**config.mk**
```make
export PLATFORM = sky130hd
export DESIGN_NAME = mul_share_arbiter
export DESIGN_NICKNAME = d
export VERILOG_FILES = /design/src/rtl/mul_share_arbiter.sv
export SDC_FILE = /design/constraint.sdc
export NUM_CORES = 1
export LEC_CHECK = 0
export ABC_AREA = 0
export CAP_MARGIN = 20
export CORE_UTILIZATION = 29
export DETAILED_ROUTE_END_ITERATION = 8
export GPL_ROUTABILITY_DRIVEN = 0
export GPL_TIMING_DRIVEN = 0
export PLACE_DENSITY_LB_ADDON = 0.15
export RECOVER_POWER = 50
export SYNTH_ARGS = -nofsm -noshare
export SYNTH_HDL_FRONTEND = slang
export SYNTH_SLANG_ARGS = --single-unit
```
**constraint.sdc**
```tcl
create_clock -name clk -period 1.9 [get_ports clk]
set_input_delay 0.38 -clock clk [delete_from_list [all_inputs] [get_ports clk]]
set_output_delay 0.38 -clock clk [all_outputs]
set_load 0.01 [all_outputs]
```
**src/rtl/mul_share_arbiter.sv**
```systemverilog
// Round-robin share of one non-stallable pipelined multiplier among N clients.
// Define MUL_ARB_STATS_EN to add per-requester saturating grant counters.
module mul_share_arbiter #(
  parameter int N       = 4,
  parameter int W       = 4,
  parameter int IDW     = 2,
  parameter int MUL_LAT = 4
) (
  input  logic             clk,
  input  logic             rst,
  input  logic [N-1:0]     req_valid,
  output logic [N-1:0]     req_ready,
  input  logic [N*W-1:0]   req_a,
  input  logic [N*W-1:0]   req_b,
  input  logic             hold,
  output logic [W-1:0]     mul_a,
  output logic [W-1:0]     mul_b,
  input  logic [2*W-1:0]   mul_y,
  output logic             rsp_valid,
  output logic [IDW-1:0]   rsp_id,
  output logic [2*W-1:0]   rsp_y,
  output logic             busy
`ifdef MUL_ARB_STATS_EN
  ,
  input  logic             stat_clr,
  output logic [N*16-1:0]  stat_grants
`endif
);

  logic [IDW-1:0] ptr;
  logic [IDW-1:0] gnt_id;
  logic           gnt;

  logic [MUL_LAT-1:0] tag_v;
  logic [IDW-1:0]     tag_id [MUL_LAT];

  // First valid requester strictly after ptr, wrapping; ptr itself comes last.
  always_comb begin
    int idx;
    idx    = 0;
    gnt    = 1'b0;
    gnt_id = '0;
    if (!hold) begin
      for (int k = 1; k <= N; k++) begin
        idx = (int'(ptr) + k) % N;
        if (!gnt && req_valid[idx]) begin
          gnt    = 1'b1;
          gnt_id = IDW'(idx);
        end
      end
    end
  end

  assign req_ready = gnt ? (N'(1) << gnt_id) : '0;
  assign mul_a     = gnt ? req_a[gnt_id*W +: W] : '0;
  assign mul_b     = gnt ? req_b[gnt_id*W +: W] : '0;

  always_ff @(posedge clk or posedge rst) begin
    if (rst) begin
      ptr <= IDW'(N - 1);
    end else if (gnt) begin
      ptr <= gnt_id;
    end
  end

  always_ff @(posedge clk or posedge rst) begin
    if (rst) begin
      for (int s = 0; s < MUL_LAT; s++) begin
        tag_v[s]  <= 1'b0;
        tag_id[s] <= '0;
      end
    end else begin
      tag_v[0]  <= gnt;
      tag_id[0] <= gnt_id;
      for (int s = 1; s < MUL_LAT; s++) begin
        tag_v[s]  <= tag_v[s-1];
        tag_id[s] <= tag_id[s-1];
      end
    end
  end

  assign rsp_valid = tag_v[MUL_LAT-1];
  assign rsp_id    = tag_id[MUL_LAT-1];
  assign rsp_y     = mul_y;
  assign busy      = |tag_v;

`ifdef MUL_ARB_STATS_EN
  logic [15:0] cnt [N];

  // Clear beats a same-cycle increment.
  always_ff @(posedge clk or posedge rst) begin
    if (rst) begin
      for (int i = 0; i < N; i++) cnt[i] <= '0;
    end else if (stat_clr) begin
      for (int i = 0; i < N; i++) cnt[i] <= '0;
    end else if (gnt && cnt[gnt_id] != 16'hFFFF) begin
      cnt[gnt_id] <= cnt[gnt_id] + 16'd1;
    end
  end

  for (genvar i = 0; i < N; i++) begin : g_stat
    assign stat_grants[i*16 +: 16] = cnt[i];
  end
`endif

endmodule

```
# After elaboration in Yosys (flattened, before gate mapping)

Cells that the tools add are included.

Register bits: 14
Latch bits: 0
RAM bits: 0
Memory bits (read-only): 0
Bits of input ports: 47
Output and inout port bits: 24
Word-level logic and storage cells: 60
Memories kept: 0

$add $sub $neg: 4
Multipliers: 0
Divide/modulo/power cells: 0
$lt $le $gt $ge: 4
Eq/ne operators: 0
Shifts and indexed selects: 3
Multiplexer cells: 28
Bitwise logic cells: 4
Reductions and logical operators: 11

Operators with widths:

| kind                                                                  | number |
|---|---|
| 16-bit by 5-bit indexed part select with 4-bit output                 | 2 |
| 3-bit by 4-bit < comparator with 1-bit output (second input constant) | 4 |
| 1-bit two-way mux                                                     | 16 |
| 4-bit two-way mux                                                     | 3 |
| 2-bit two-way mux                                                     | 5 |
| 1-bit binary-select mux with 2-bit select                             | 4 |
| 2-bit OR reduction                                                    | 4 |
| 2-bit by 1-bit adder with 2-bit output (second input constant)        | 2 |
| 2-bit adder (second input constant)                                   | 2 |
| 1-bit AND (first input constant)                                      | 4 |
| 4-bit OR reduction                                                    | 1 |
| 1-bit by 2-bit left shift with 4-bit output (first input constant)    | 1 |
| 1-bit logical AND                                                     | 3 |
| 1-bit logical NOT                                                     | 3 |

# Logic depth before layout (Yosys ltp)

Gate-level depths: netlist of run 1.

Depth in word-level cells: 22
Mapped depth: 8
Mapped depth without buffers: 5

# Least setup slack after synthesis of run 1

Ideal clock, no wire load.

Path type: reg-to-output
Start: register ptr[1]
End: output port mul_a[0]
Arrival: 1.670 ns
Required time: 1.520 ns
Slack: -0.150 ns
Cell stages (with the launch flop): 9
Buffers on the path: 3
Cells stage by stage: dfstp_2 -> buf_4 -> mux2i_1 -> a22oi_2 -> and2_4 -> buf_6 -> buf_8 -> mux2i_1 -> o22ai_1

Longest elaborated chain between the ends: 20
Elaborated cells on any way between the ends: 37
Those cells by class: 4 x add/sub; 1 x shift; 26 x mux; 6 x reduce/logical

Ends and longest elaborated chain:

| what                                                  | line | source |
|---|---|---|
| start, declared                                       | 30   | `logic [IDW-1:0] ptr;` |
| start signal, assigned                                | 60   | `ptr <= IDW'(N - 1);` |
| start signal, assigned                                | 62   | `ptr <= gnt_id;` |
| 2-bit by 1-bit adder with 2-bit output                | 45   | `idx = (int'(ptr) + k) % N;` |
| 1-bit binary-select mux with 2-bit select             | 46   | `if (!gnt && req_valid[idx]) begin` |
| 1-bit two-way mux (implied by the code) (2 in a row)  | 46   |  |
| 1-bit two-way mux                                     | 46   |  |
| 1-bit two-way mux                                     | 43   | `if (!hold) begin` |
| 1-bit logical NOT                                     | 46   |  |
| 1-bit logical AND                                     | 46   |  |
| 1-bit two-way mux                                     | 46   |  |
| [3 not listed]                                        | -    |  |
| 1-bit two-way mux                                     | 46   |  |
| 1-bit two-way mux                                     | 43   |  |
| 1-bit logical NOT                                     | 46   |  |
| 1-bit logical AND                                     | 46   |  |
| 2-bit two-way mux                                     | 46   |  |
| 2-bit two-way mux                                     | 43   |  |
| 16-bit by 5-bit indexed part select with 4-bit output | 55   | `assign mul_a = gnt ? req_a[gnt_id*W +: W] : '0;` |
| 4-bit two-way mux *                                   | 55   |  |
| end, declared                                         | 16   | `output logic [W-1:0] mul_a,` |

Every way passes the cells marked *; elsewhere a longest branch is shown, timed or not. The select of a mux whose other input is x is not followed.

# Final worst setup path of run 1

Start: register ptr[1]
End: output port mul_b[3]

Longest elaborated chain between the ends: 20
Elaborated cells on any way between the ends: 37
Those cells by class: 4 x add/sub; 1 x shift; 26 x mux; 6 x reduce/logical

Ends and longest elaborated chain:

| what                                                  | line | source |
|---|---|---|
| 2-bit by 1-bit adder with 2-bit output                | 45   |  |
| 1-bit binary-select mux with 2-bit select             | 46   |  |
| 1-bit two-way mux (implied by the code) (2 in a row)  | 46   |  |
| 1-bit two-way mux                                     | 46   |  |
| 1-bit two-way mux                                     | 43   |  |
| 1-bit logical NOT                                     | 46   |  |
| 1-bit logical AND                                     | 46   |  |
| 1-bit two-way mux                                     | 46   |  |
| [3 not listed]                                        | -    |  |
| 1-bit two-way mux                                     | 46   |  |
| 1-bit two-way mux                                     | 43   |  |
| 1-bit logical NOT                                     | 46   |  |
| 1-bit logical AND                                     | 46   |  |
| 2-bit two-way mux                                     | 46   |  |
| 2-bit two-way mux                                     | 43   |  |
| 16-bit by 5-bit indexed part select with 4-bit output | 56   | `assign mul_b = gnt ? req_b[gnt_id*W +: W] : '0;` |
| 4-bit two-way mux *                                   | 56   |  |
| end, declared                                         | 17   | `output logic [W-1:0] mul_b,` |

Marked as above.

==> flow_summary.ini, run 1 <==
[setup_path]
critical_path_required_ps = 1520
cp-start-kind = flip-flop
path_delay_family = flip-flops
crit_chain = mux2i_2 > a22oi_2 > buf_4 > a22oi_2 > buf_6 > a32oi_2 > o22ai_2 > buf_2
worst-r2r-setup-slack_ps = 220
setup.worst_path.end_class = primary output
cpMostUsedCell = a22oi_2
critPathMaxStageDelay_ps = 580
cp_slowest_cell = dfstp_2
critPathMaxFanout = 7
criticalPathCategory = reg2out
crit_buf_inv = 3
arrival_ps = 2060

[min_path]
min_path_type = reg2reg

[timing]
rsz0062_at_grt = yes
period_share_pct = 129
slew_headroom_pct = 67.5
max_freq_ghz = 0.409
tns_ps = -5550
drv_slew = 0
fin_ws_ps = -543
finalClockSkew_ps = 0.355
period_needed_ps = 2440
hold_violations = 0
setup_viol_count_final = 12
tightest_slew_ps = 486

[synthesis]
yosysWarnings = 0
synth_simple_gate_area_share_pct = 12.4
ys_top_cells_by_area = dfrtp_1 (35%), mux2i_1 (12%), buf_4 (9.5%), a32oi_1 (8.1%), dfstp_2 (6.0%)
synth_top_family_by_area = compound AO/OA/AOI/OAI gates
synth_top_area_share_pct = 34.5
synth_xor_area_share_pct = 0
synth_mux_area_share_pct = 11.5
ys_seq_area_share_pct = 40.6
synth_adder_area_share_pct = 0
synth_area_leader_cell = dfrtp_1
synth.avg_cell_area_um2 = 10.4
synthArstFlopShare_pct = 100
synth_compound_area_share_pct = 19.7
synth_flop_cell = dfrtp_1
syn_area_um2 = 870
synthDistinctLibCells = 25
synth-edff-count = 0
ys_ff_latch = 14
syn-num-nets = 131
synth_cells = 84

[cts]
cts_tree = built
path_clk_slew_ps = 80
numCtsBuffers = 3
clk_path_buf_depth = 2
clock-sinks = 14
insertion_delay_ps = 270
cts_root_buffer = clkbuf_4
htree_levels = 1

[floorplanning]
die_h_um = 56.8
ios = 71
die_x_um = 56.8
core-area_mm2 = 0.00281
fp-row-count = 19
dieArea_mm2 = 0.00322
start_util_pct = 31.0

[grt]
gr-total-overflow = 0
track_usage_pct = 15.5
grt_max_degree = 15
grt_first_pass_wirelength_um = 3880
grt_pass1_vias = 953
antenna_found_initial = 0

[routing]
wl_um = 2460
firstDrtPassIters = 4
ant_nets = 0
drt-wirelength-per-cell_um = 12.9
drc = 0
via_per_inst = 4.93
initialDrtViolationCount = 2
num_vias = 937

[cells_and_area]
area_growth_syn_to_layout_pct = 108
drive_gt1_share_pct = 48.4
fin_area_mm2 = 0.00181
final_common_cell = clkdlybuf4s50_1
nNetsFinal = 207
antenna_cells = 0
layout_common_cells = clkdlybuf4s50_1 (45), buf_4 (17), buf_2 (12), dfrtp_1 (12), o22ai_2 (8)

[status]
status = finished, violations left
violations = negative setup slack

[pwr]
power.density_mw_per_mm2 = 732
p_leak_uw = 0.000809
ir_worst_vdd_uv = 307

[placement]
dp_hpwl_um = 1940
io_buffers = 62
dpl_cell_area_mm2 = 0.00163

[run]
drv_cap = 0
==> timing repair <==
action	4_1_cts	5_1_grt
gates cloned	1	0
hold endpoints to repair	0	0
setup endpoints to repair	13	13
pin swaps	12	5
resized for setup	73	2
hold buffers	0	0
buffers inserted	10	1
==> through the flow <==
step	utilization, %	setup WS [ps]	hold slack [ps]	power (uW)	cells
6_report	64.4	-543	351	1320	190
5_1_grt	64.4	-646	363	1390	190
4_1_cts	64.2	-569	353	1340	190
3_5_place_dp	58.0	-1040	335	999	177
3_3_place_gp	58.0	-1010	334	988	177
2_1_floorplan	-	-89.5	268	735	84
==> synth_stat cells, types with 2 or more instances <==
master    number
a22oi_2        2
dfstp_2        2
a32oi_1        8
o22ai_1        8
mux2i_1       10
nand2b_1       2
nor2_1         5
buf_2          2
inv_1          3
inv_2          2
dfrtp_1       12
buf_4         11
nand2_1        5
==> worst paths after layout <==
kind                                startpoint                   to  depth (start not counted)
setup reg to reg            ptr[0]$_DFFE_PP1P_  tag_id[6]$_DFF_PP0_                          8
hold reg to reg            tag_id[7]$_DFF_PP0_  tag_id[5]$_DFF_PP0_                          0
hold / removal             tag_id[7]$_DFF_PP0_  tag_id[5]$_DFF_PP0_                          0
min in group asynchronous                  rst  tag_id[3]$_DFF_PP0_                          2
setup / recovery            ptr[1]$_DFFE_PP1P_             mul_b[3]                          8
max in group asynchronous                  rst   ptr[1]$_DFFE_PP1P_                          2
==> kinds of logic after synthesis <==
family | after synthesis
buf+inv | 20
simple gates | 19
flops | 14
compound gates | 21
mux | 10
==> per-layer routing <==
layer / wire (um) / part of all wire, % / GRT usage (%) / up-vias
met5: 0 / 0 / 0 / -
met4: 23 / 0.93 / 4.18 / 0
met3: 290 / 12 / 6.22 / 3
met2: 1280 / 52 / 29.3 / 50
met1: 868 / 35 / 15.5 / 435
li1: - / - / - / 449
==> power by group <==
group          switching [uW]  leakage [uW]  internal, uW  total, uW
combinational             311      0.000616           440        751
clock                    88.2     0.0000210           117        205
sequential               21.7      0.000172           343        365
total                     421      0.000809           900       1320
==> final cells by class <==
type                       count  area, um2
multi-input combinational     50        553
buffer                        12        106
tap                           31       38.8
sequential                    14        353
clock buffer                   4       36.3
timing repair buffer          74        699
fill                         243       1000
inverter                       5       18.8
==> state kept, by name (all words and copies together), names as in the netlist <==
signal / count
tag_v: 4
ptr: 2
tag_id: 6
rsp_id: 2
No activity file was read; power rests on OpenSTA's default activity.
==> run 2: changes to the inputs <==
--- a/config.mk
+++ b/config.mk
@@ -5,9 +5,9 @@
 export SDC_FILE = /design/constraint.sdc
 export NUM_CORES = 1
 export LEC_CHECK = 0
-export ABC_AREA = 0
+export ABC_AREA = 1
 export CAP_MARGIN = 20
-export CORE_UTILIZATION = 29
+export CORE_UTILIZATION = 36
 export DETAILED_ROUTE_END_ITERATION = 8
 export GPL_ROUTABILITY_DRIVEN = 0
 export GPL_TIMING_DRIVEN = 0
==> flow_summary.ini, run 2 <==
[cells_and_area]
nNetsFinal = 316
area_growth_syn_to_layout_pct = 103
utilization_pct = 79.0
top_register = tag_id
fin_area_mm2 = 0.00272
top_regs = tag_id (6), tag_v (4)
fillCellCount = 215
layout_common_cells = clkdlybuf4s50_1 (46), buf_4 (24), nand2_4 (23)
antenna_cells = 0
drive_gt1_share_pct = 57.5
final_common_cell = clkdlybuf4s50_1
largest_reg_flops = 6
final_cells = 314

[timing]
slew_headroom_pct = 67.4
fin_ws_ps = -878
holdWs_ps = 346
tns_ps = -9630
drv_slew = 0
tightest_slew_ps = 488
setup_viol_count_final = 13
rsz0062_at_grt = yes
hold_violations = 0
period_share_pct = 146
finalClockSkew_ps = 0.593
max_freq_ghz = 0.360
period_needed_ps = 2780

[synthesis]
ys_top_cells_by_area = dfrtp_1 (22%), nand2_1 (12%), nand3_1 (11%), nand3_2 (7.5%), nand2_4 (6.7%)
yosysWarnings = 0
synthDistinctLibCells = 22
ys_seq_area_share_pct = 26.4
synth-edff-count = 0
ys_top_cells_by_count = nand2_1 (42), nand3_1 (29), nor2_1 (21), dfrtp_1 (12), buf_4 (11)
synth_top_area_share_pct = 22.5
yosysMostFrequentCell = nand2_1
synth_area_leader_cell = dfrtp_1
syn-num-nets = 220
synthArstFlopShare_pct = 100
synth.avg_cell_area_um2 = 7.73
syn_area_mm2 = 0.00134
synth_flop_cell = dfrtp_1
synth_cells = 173
ys_ff_latch = 14

[routing]
wl_um = 4690
initialDrtViolationCount = 114
drc = 0
ant_nets = 0
drt-wirelength-per-cell_um = 14.9
via_per_inst = 5.00
firstDrtPassIters = 4
num_vias = 1569

[floorplanning]
fp-row-count = 21
dieArea_mm2 = 0.00396
die_h_um = 63.0
start_util_pct = 38.9
ios = 71
die_x_um = 63.0
core-area_mm2 = 0.00344

[cts]
insertion_delay_ps = 240
numCtsBuffers = 3
cts_root_buffer = clkbuf_8
cts_tree = built
clock-sinks = 14
clk_path_buf_depth = 2
path_clk_slew_ps = 50
cts_hold_buf = 0
htree_levels = 1

[setup_path]
cp-startpoint = ptr[0]$_DFFE_PP1P_
setup.worst_path.end_class = primary output
worst-r2r-setup-slack_ps = -120
criticalPathCategory = reg2out
cp-start-kind = flip-flop
r2r_start = ptr[0]$_DFFE_PP1P_
critPathMaxFanout = 6
arrival_ps = 2400
critical_path_required_ps = 1520

[grt]
grt_first_pass_wirelength_um = 6280
antenna_found_initial = 0
grt_pass1_vias = 1351
track_usage_pct = 20.0
gr-total-overflow = 0
grt_max_degree = 15

[placement]
dpl_cell_area_mm2 = 0.00206
io_buffers = 62
numPlacedInstances = 281
dp_hpwl_um = 2440

[status]
status = finished, violations left
violations = negative setup slack

[pwr]
power.density_mw_per_mm2 = 2000
ir_worst_vdd_uv = 1020
p_leak_uw = 0.00129

[min_path]
hp-start = tag_id[3]$_DFF_PP0_
min_path_type = reg2reg

[run]
drv_cap = 0
run 2: kinds of logic after synthesis:
group | share of synthesized area [%]
AND/OR/NAND/NOR | 56.9
flip-flops | 26.4
buffers and inverters | 15.0
AO/OA/AOI/OAI | 1.78
run 2: where the power goes:
part           switching [uW]  total, uW  internal [uW]
sequential               64.2        494            430
clock                    96.2        279            183
combinational            2480       4670           2190
total                    2640       5450           2810
run 2: repair_timing:
action / in CTS / in global routing
gates resized for setup: 71 / 64
pin swaps: 19 / 41
endpoints found under the setup margin: 13 / 15
gates cloned: 4 / 2
hold endpoints to repair: 0 / 0
buffers inserted: 18 / 7
run 2: path summary, 6_finish.rpt:
check	to	cells past startpoint
worst max-delay path	mul_b[1]	17
worst min-delay path	rsp_id[1]$_DFF_PP0_	0
worst min register to register	rsp_id[1]$_DFF_PP0_	0
worst max register to register	ptr[1]$_DFFE_PP1P_	15
max in group asynchronous	ptr[0]$_DFFE_PP1P_	2
min in group asynchronous	tag_v[1]$_DFF_PP0_	2
run 2: layer usage:
layer	up-vias	track usage, %	share of wire [%]
li1	741	-	-
met2	75	35.3	52
met5	-	0	0
met4	0	5.23	3.0
met3	17	3.28	6.8
met1	736	24.6	38
run 2: final cells by class:
cell class / instances / area [um2] / area share, %
Clock buffer: 4 / 55.1 / 2.02
Tap cell: 46 / 57.6 / 2.12
Multi-Input combinational cell: 131 / 1090 / 40.2
Sequential cell: 14 / 353 / 13.0
Inverter: 12 / 60.1 / 2.21
Timing Repair inverter: 1 / 8.76 / 0.322
Buffer: 16 / 169 / 6.21
Timing Repair Buffer: 90 / 922 / 33.9
run 2: per-stage QoR:
| step | worst slack (ps) | power [uW] |
|---|---|---|
| 2_1_floorplan | -320 | 2630 |
| 3_3_place_gp | -1210 | 3390 |
| 3_5_place_dp | -1190 | 3400 |
| 4_1_cts | -827 | 4580 |
| 5_1_grt | -972 | 5760 |
| 6_report | -878 | 5450 |
run 2: worst max-delay path: stages (launching register included):
cell,delay (ps)
dfstp_2,580
buf_12,160
inv_12,50
nand2_4,60
nand2_4,70
nand2_4,80
nand2_4,80
inv_4,80
nand2_4,50
nand2_4,80
nand2_4,70
nor2_8,190
buf_12,140
nand3_1,80
nand2_1,80
nor2_1,60
nor2_2,100
buf_2,130
==> run 3: changes to the inputs <==
--- a/config.mk
+++ b/config.mk
@@ -7,7 +7,7 @@
 export LEC_CHECK = 0
 export ABC_AREA = 1
 export CAP_MARGIN = 20
-export CORE_UTILIZATION = 36
+export CORE_UTILIZATION = 40
 export DETAILED_ROUTE_END_ITERATION = 8
 export GPL_ROUTABILITY_DRIVEN = 0
 export GPL_TIMING_DRIVEN = 0
==> constraint.sdc (replaced) <==
create_clock -name clk -period 2.7 [get_ports clk]
set_input_delay 0.54 -clock clk [delete_from_list [all_inputs] [get_ports clk]]
set_output_delay 0.54 -clock clk [all_outputs]
set_load 0.01 [all_outputs]
==> flow_summary.ini, run 3 (synthesis gave the netlist of run 2 again) <==
[status]
status = finished, violations left
violations = negative setup slack

[timing]
period_needed_ps = 3010
slew_headroom_pct = 65.8
fin_ws_ps = -307
tightest_slew_ps = 512
finalClockSkew_ps = 3.18
setup_viol_count_final = 12
rsz0062_at_grt = yes
max_freq_ghz = 0.333
period_share_pct = 111
drv_slew = 0
tns_ps = -2580
hold_violations = 0
holdWs_ps = 352

[cells_and_area]
nNetsFinal = 319
layout_common_cells = clkdlybuf4s50_1 (45), nand2_1 (28), buf_4 (28)
fillCellCount = 223
final_common_cell = clkdlybuf4s50_1
largest_reg_flops = 6
multi_input_area_um2 = 958
fin_area_mm2 = 0.00254
antenna_cells = 0
regArea_um2 = 353
top_register = tag_id
area_growth_syn_to_layout_pct = 89.8
drive_gt1_share_pct = 46.9
top_regs = tag_id (6), tag_v (4)
final_cells = 315

[grt]
antenna_found_initial = 0
gr-total-overflow = 0
grt_max_degree = 15
track_usage_pct = 21.9
grt_pass1_vias = 1434
grt_first_pass_wirelength_um = 6080

[pwr]
p_switching_uw = 1670
power.density_mw_per_mm2 = 1370
pwr-share-seq_pct = 9.7
ir_worst_vdd_uv = 621
p_int_uw = 1810
switching_share_pct = 47.9
comb_power_share_pct = 86.0
power_frac_clock_pct = 4.3
p_leak_uw = 0.00128

[cts]
clock-sinks = 14
htree_levels = 1
cts_root_buffer = clkbuf_4
insertion_delay_ps = 280
clk_path_buf_depth = 2
path_clk_slew_ps = 80
cts_tree = built
numCtsBuffers = 3

[run]
drv_cap = 0

[placement]
dpl_cell_area_mm2 = 0.00201
numPlacedInstances = 279
dp_hpwl_um = 2470
io_buffers = 62

[setup_path]
worst-r2r-setup-slack_ps = 610
crit_buf_inv = 6
arrival_ps = 2470
cp_slowest_cell = dfstp_2
crit_chain = buf_8 > buf_12 > nand2_4 > nand2_4 > nand2_2 > nand2_4 > inv_4 > nand3_4 > nand2_8 > nor2_8 > buf_6 > buf_12 > nand3_2 > nand2_1 > nor2_1 > nor2_1 > buf_2
path_delay_family = simple AND/OR/NAND/NOR gates
cpMostUsedCell = nand2_4
critPathMaxStageDelay_ps = 550
cp-start-kind = flip-flop
critical_path_required_ps = 2160
setup.worst_path.end_class = primary output
critPathMaxFanout = 5
criticalPathCategory = reg2out

[routing]
firstDrtPassIters = 4
initialDrtViolationCount = 73
num_vias = 1522
wl_um = 4510
drc = 0
ant_nets = 0
drt-wirelength-per-cell_um = 14.3
via_per_inst = 4.83

[floorplanning]
dieArea_mm2 = 0.00358
die_h_um = 59.8
fp-row-count = 20
core-area_mm2 = 0.00310
ios = 71
start_util_pct = 43.1
die_x_um = 59.8

[min_path]
min_path_type = reg2reg
-- run 3: changes by cell type in the layout (fill, tap and decap cells not counted), sizes merged --
| cell | previous run | this run |
|---|---|---|
| dlymetal6s2s | 2 | 0 |
| clkbuf | 8 | 5 |
| buf | 52 | 59 |
| inv | 13 | 12 |
| dlygate4sd2 | 1 | 4 |
| clkdlybuf4s50 | 46 | 45 |
-- run 3: layer usage --
layer | vias to the layer above | global-route usage (%) | share of wire, %
met5 | - | 0 | 0
met1 | 700 | 25.5 | 38
met4 | 0 | 4.65 | 1.2
met3 | 5 | 5.19 | 6.9
li1 | 740 | - | -
met2 | 77 | 40.5 | 54
-- run 3: area by class of cell --
cell class                      instances  share of cell area (%)
Inverter                               12                    2.46
Sequential cell                        14                    13.9
Multi-Input combinational cell        131                    37.8
Clock buffer                            4                    1.43
Buffer                                 16                    6.26
Tap cell                               44                    2.17
Timing Repair Buffer                   94                    36.0
-- run 3: per-stage QoR --
stage               utilization, %  total power, uW  worst slack, ps
floorplan                        -             1760              319
global placement              64.9             2290             -737
detailed placement            64.9             2300             -720
CTS                           76.3             3130             -204
global route                  81.8             3690             -439
finish                        81.8             3480             -307
-- run 3: repair_timing --
item | CTS | global route
hold buffers | 0 | 0
buffers inserted | 22 | 5
pin swaps | 36 | 15
resized for setup | 87 | 28
gates cloned | 3 | 2
setup endpoints to repair | 12 | 12
-- run 3: power groups by stage --
stage,combinational (uW),clock (uW),sequential (uW)
after floorplan,1420,0,335
after global placement,1950,0,339
after detailed placement,1950,0,342
after CTS,2650,147,333
after global routing,3180,161,348
final,2990,151,338
-- run 3: worst paths after layout --
kind                                          start                  end  depth (start not counted)
worst max-delay path             ptr[0]$_DFFE_PP1P_             mul_b[3]                         17
worst min register to register  tag_id[4]$_DFF_PP0_  tag_id[2]$_DFF_PP0_                          0
worst max register to register   ptr[0]$_DFFE_PP1P_   ptr[1]$_DFFE_PP1P_                         14
min in group asynchronous                       rst   tag_v[3]$_DFF_PP0_                          2
worst min-delay path            tag_id[4]$_DFF_PP0_  tag_id[2]$_DFF_PP0_                          0
max in group asynchronous                       rst   ptr[0]$_DFFE_PP1P_                          2
